File: config.mk
export PLATFORM = sky130hd
export DESIGN_NAME = dmem_port_arbiter
export DESIGN_NICKNAME = d
export VERILOG_FILES = /design/src/rtl/dmem_port_arbiter.sv
export SDC_FILE = /design/constraint.sdc
export NUM_CORES = 1
export LEC_CHECK = 0
export CAP_MARGIN = 20
export CELL_PAD_IN_SITES_DETAIL_PLACEMENT = 2
export CELL_PAD_IN_SITES_GLOBAL_PLACEMENT = 2
export CORE_MARGIN = 1.5
export CORE_UTILIZATION = 19
export CTS_BUF_LIST = sky130_fd_sc_hd__clkbuf_4
export CTS_CLUSTER_DIAMETER = 30
export DETAILED_ROUTE_END_ITERATION = 16
export GPL_ROUTABILITY_DRIVEN = 0
export PLACE_DENSITY = 0.89
export SLEW_MARGIN = 40
export SYNTH_ARGS = -nofsm -noshare
export SYNTH_HDL_FRONTEND = slang
export SYNTH_SLANG_ARGS = --single-unit
File: constraint.sdc
create_clock -name clk -period 6.4 [get_ports clk]
set_clock_uncertainty 0.1 [all_clocks]
set_input_delay 1.28 -clock clk [delete_from_list [all_inputs] [get_ports clk]]
set_output_delay 1.28 -clock clk [all_outputs]
set_load 0.01 [all_outputs]
File: src/rtl/dmem_port_arbiter.sv
// Shares one single-port data memory between the CPU load/store stage (port 0)
// and the loader/debug DMA (port 1): round-robin, bus lock, bounded hold.
module dmem_port_arbiter #(
  parameter int AW       = 32,
  parameter int DW       = 32,
  parameter int MAX_HOLD = 8
) (
  input  logic          clk,
  input  logic          rst,
  input  logic          req0,
  input  logic          req1,
  input  logic          lock0,
  input  logic          lock1,
  input  logic          we0,
  input  logic          we1,
  input  logic [AW-1:0] addr0,
  input  logic [AW-1:0] addr1,
  input  logic [DW-1:0] wdata0,
  input  logic [DW-1:0] wdata1,
  output logic          gnt0,
  output logic          gnt1,
  output logic          rvalid0,
  output logic          rvalid1,
  output logic [DW-1:0] rdata0,
  output logic [DW-1:0] rdata1,
  output logic [1:0]    owner,
  output logic [AW-1:0] mem_r_addr,
  output logic [AW-1:0] mem_w_addr,
  output logic          mem_w_en,
  output logic [DW-1:0] mem_din,
  input  logic [DW-1:0] mem_dout
);

  localparam int HW = (MAX_HOLD > 1) ? $clog2(MAX_HOLD) : 1;
  localparam logic [HW-1:0] HOLD_LAST = HW'(MAX_HOLD - 1);
  localparam bit HOLD_EN = (MAX_HOLD != 0);

  typedef enum logic [1:0] {
    IDLE = 2'b00,
    OWN0 = 2'b01,
    OWN1 = 2'b10
  } state_t;

  state_t        state_r, state_s;
  logic          last_r, last_s;   // index of the port that won most recently
  logic [HW-1:0] hold_r, hold_s;
  logic          gnt0_s, gnt1_s;
  logic [AW-1:0] addr_s;
  logic          rvalid0_r, rvalid1_r;
  logic [DW-1:0] rdata0_r, rdata1_r;

  // Arbitration, lock ownership and anti-starvation next-state logic
  always_comb begin
    gnt0_s  = 1'b0;
    gnt1_s  = 1'b0;
    state_s = state_r;
    last_s  = last_r;
    hold_s  = hold_r;
    case (state_r)
      IDLE: begin
        hold_s = '0;
        if (req0 && req1) begin
          if (last_r) gnt0_s = 1'b1;
          else        gnt1_s = 1'b1;
        end else if (req0) begin
          gnt0_s = 1'b1;
        end else if (req1) begin
          gnt1_s = 1'b1;
        end else begin
          gnt0_s = 1'b0;
        end
        if (gnt0_s) begin
          last_s  = 1'b0;
          state_s = lock0 ? OWN0 : IDLE;
        end else if (gnt1_s) begin
          last_s  = 1'b1;
          state_s = lock1 ? OWN1 : IDLE;
        end else begin
          state_s = IDLE;
        end
      end
      OWN0: begin
        gnt0_s = req0;
        // Waiting port has been held off long enough: break the lock
        if (req1 && HOLD_EN && (hold_r == HOLD_LAST)) begin
          state_s = IDLE;
          last_s  = 1'b0;
          hold_s  = '0;
        end else if (!req0 || !lock0) begin
          state_s = IDLE;
          hold_s  = '0;
        end else if (req1) begin
          hold_s = hold_r + HW'(1);
        end else begin
          hold_s = hold_r;
        end
      end
      OWN1: begin
        gnt1_s = req1;
        if (req0 && HOLD_EN && (hold_r == HOLD_LAST)) begin
          state_s = IDLE;
          last_s  = 1'b1;
          hold_s  = '0;
        end else if (!req1 || !lock1) begin
          state_s = IDLE;
          hold_s  = '0;
        end else if (req0) begin
          hold_s = hold_r + HW'(1);
        end else begin
          hold_s = hold_r;
        end
      end
      default: begin
        state_s = IDLE;
        hold_s  = '0;
      end
    endcase
  end

  // Route the granted port onto the memory pins
  always_comb begin
    addr_s   = '0;
    mem_din  = '0;
    mem_w_en = 1'b0;
    if (gnt0_s) begin
      addr_s   = addr0;
      mem_din  = wdata0;
      mem_w_en = we0;
    end else if (gnt1_s) begin
      addr_s   = addr1;
      mem_din  = wdata1;
      mem_w_en = we1;
    end else begin
      mem_w_en = 1'b0;
    end
  end

  // Arbiter state, round-robin pointer and hold counter
  always_ff @(posedge clk or posedge rst) begin
    if (rst) begin
      state_r <= IDLE;
      last_r  <= 1'b1;
      hold_r  <= '0;
    end else begin
      state_r <= state_s;
      last_r  <= last_s;
      hold_r  <= hold_s;
    end
  end

  // One-cycle read return; rdata holds between reads
  always_ff @(posedge clk or posedge rst) begin
    if (rst) begin
      rvalid0_r <= 1'b0;
      rvalid1_r <= 1'b0;
      rdata0_r  <= '0;
      rdata1_r  <= '0;
    end else begin
      rvalid0_r <= gnt0_s & ~we0;
      rvalid1_r <= gnt1_s & ~we1;
      if (gnt0_s && !we0) rdata0_r <= mem_dout;
      if (gnt1_s && !we1) rdata1_r <= mem_dout;
    end
  end

  assign gnt0       = gnt0_s;
  assign gnt1       = gnt1_s;
  assign rvalid0    = rvalid0_r;
  assign rvalid1    = rvalid1_r;
  assign rdata0     = rdata0_r;
  assign rdata1     = rdata1_r;
  assign mem_r_addr = addr_s;
  assign mem_w_addr = addr_s;
  assign owner      = (state_r == OWN0) ? 2'b01 :
                      (state_r == OWN1) ? 2'b10 : 2'b00;

endmodule

==> out/results.txt <==
vias in the first global route: 4343
most common cell in the netlist: dfrtp_1
Relative slew margins: 51.6%
Max Clock Freq: 186 MHz
post-synthesis sequential area ratio: 46.0%
fill count: 2113
CTS tree: done
Ys Warns: 0
Syn Inst Count: 307
total CTS buffers: 9
starting density of the core: 19.4%
Core Region: 20200 sq um
share of layout cells above drive strength 1: 15.2%
status: completed
Worst Setup Path Type: in2out
Die Ht: 147 um
Arrival @ worst endpoint: 4010 ps
I/O pin cnt: 335
VDD IR max: 292 uV
leakage: 2.98 nW
Worst Path Max Fanout: 65
clock root buffer master: clkbuf_4
Synth Flop Type: dfrtp_1
die area: 21500 sq um
vias per cell: 4.30
Switch Pwr: 910 uW
CTS Buffer Depth: 2
startpoint types: input pin
final period utilization: 84.2%
gr usage total: 17.9%
pwr/cell area: 355 nW/um^2
Routed WL: 19500 um
hold_buf cts: 0
top cells by count, synth: dfrtp_1 (71), a22o_1 (65), buf_4 (37)
Setup TNS: 0 ps
IO Port Bufs: 334
die width: 147 um
Post-DRT Antenna Nets: 0
grt ovf: 0
FFs w/ async S/R, synth: 100%
WL/cell: 22.2 um
DRC violations left: 0
max-slew violation count: 0
switching share of total power: 34.4%
Sink Count: 72
Reg clk slew, reported paths: 130 ps
largest cells by area after synthesis: dfrtp_1 (45%), a22o_1 (15%), mux2_4 (11%), mux2_2 (10%), buf_4 (7.1%)
min Tclk post-route: 5390 ps
Post-Place Cell Area: 7270 sq um
via count: 3777
H-tree depth: 3
Synth cell types: 31
number of flops mapped to enable cells by yosys: 0
Synth area leader: dfrtp_1
final hold vios: 0
Clk pwr share: 13.1%
Comb power frac: 58.1%
placed wire-length estimate: 16400 um
drt first-iter violations: 82
Worst-Skew Late Latency: 410 ps
P&R area growth vs syn: 90.1%
largest net degree at the start of global routing: 68
Crit. End Element: output pin
Yosys top cell area share: 45.4%
final setup vio count: 0
Synth Register Bits: 72
post-synthesis cell area: 3920 sq um
internal power: 1.73 mW
Reg power frac: 28.8%
number of setup buffers added after CTS: 0
first-pass GRT wire length: 29200 um
Hold Path Class: reg2reg
Cell Rows: 52
Slew @ Worst Pin: 727 ps
RSZ-0062 raised after global routing: no
Resized Gates After CTS: 0
total of max-cap violations: 0
final instance area: 7450 sq um
drt first pass iters: 4
antenna violations before repair: 2
Critical Path RT: 5020 ps
Post-Syn Nets: 481
# nets final: 776
syn avg cell area: 12.8 sq um
[state kept, by name (all words and copies together), names as in the netlist]
signal / flops
hold_r: 3
last_r: 1
rdata0: 32
rdata1: 32
rvalid0: 1
rvalid1: 1
state_r: 2
[placed cells by master, fill, tap and decap left out, drive strengths merged]
cell / n
a211oi: 1
a21boi: 1
a21o: 1
a21oi: 3
a221oi: 1
a22o: 65
a31o: 1
and2: 3
buf: 5
bufinv: 2
clkbuf: 9
clkdlybuf4s50: 334
clkinv: 2
clkinvlp: 1
dfrtp: 71
dfstp: 1
diode: 2
ha: 6
inv: 9
mux2: 64
mux2i: 1
nand2: 8
nand2b: 1
nand3: 4
nand4: 1
nor2: 2
nor2b: 1
o21ai: 6
o22a: 1
o22ai: 2
[metal layers]
layer  track usage (%)  wire [um]
met2              32.4      10300
met1              20.1       7500
met4              5.45        320
met5                 0          0
met3              5.19       1450
[cells by family after synthesis]
group / after synthesis / share of synthesized area (%)
AO/OA/AOI/OAI: 82 / 17.2
adder cells (fa/ha/maj): 6 / 1.92
buffers and inverters: 62 / 10.5
flip-flops: 72 / 46.0
multiplexers: 65 / 21.4
AND/OR/NAND/NOR: 20 / 2.87
[worst max-delay path, stage by stage]
cell             delay (ps)
clkdlybuf4s50_1         600
a21boi_0                260
o21ai_1                 230
nor2_4                  150
buf_4                   540
a22o_1                  290
clkdlybuf4s50_1         570
[per-stage QoR]
stage	setup WS (ps)	utilization, %	total power, mW	instances	hold WS (ps)
after floorplan	2460	-	1.43	307	354
after global placement	1100	35.9	2.25	860	367
after detailed placement	990	35.9	2.32	861	383
after CTS	986	36.8	2.68	877	402
after global routing	805	36.8	2.79	879	442
final	1010	36.8	2.64	879	402
[power by group through the flow]
stage                     combinational (mW)  clock (mW)  sequential [mW]
after floorplan                        0.598           0            0.835
after global placement                  1.50           0            0.751
after detailed placement                1.55           0            0.770
after CTS                               1.56       0.360            0.768
after global routing                    1.62       0.377            0.789
final                                   1.54       0.345            0.762
[path summary, 6_finish.rpt]
path,startpoint,slack (ps),to,cells after the start
worst max-delay path,req0,1010,mem_din[27],7
min in group asynchronous,rst,1150,rdata1[23],2
worst min-delay path,last_r,400,last_r,2
worst max register to register,state_r[1],3370,rdata0[4],8
max in group asynchronous,rst,4110,last_r,3
worst min register to register,last_r,400,last_r,2
[layout make-up]
class,count,area (sq um),area share [%]
Timing Repair Buffer,339,3390,45.5
Sequential cell,72,1800,24.2
Multi-Input combinational cell,173,1720,23.0
Tap cell,270,338,4.54
Clock inverter,7,103,1.38
Clock buffer,9,67.6,0.907
Inverter,7,27.5,0.370
Antenna cell,2,5.00,0.0672
(Power assumes the default switching activity.)
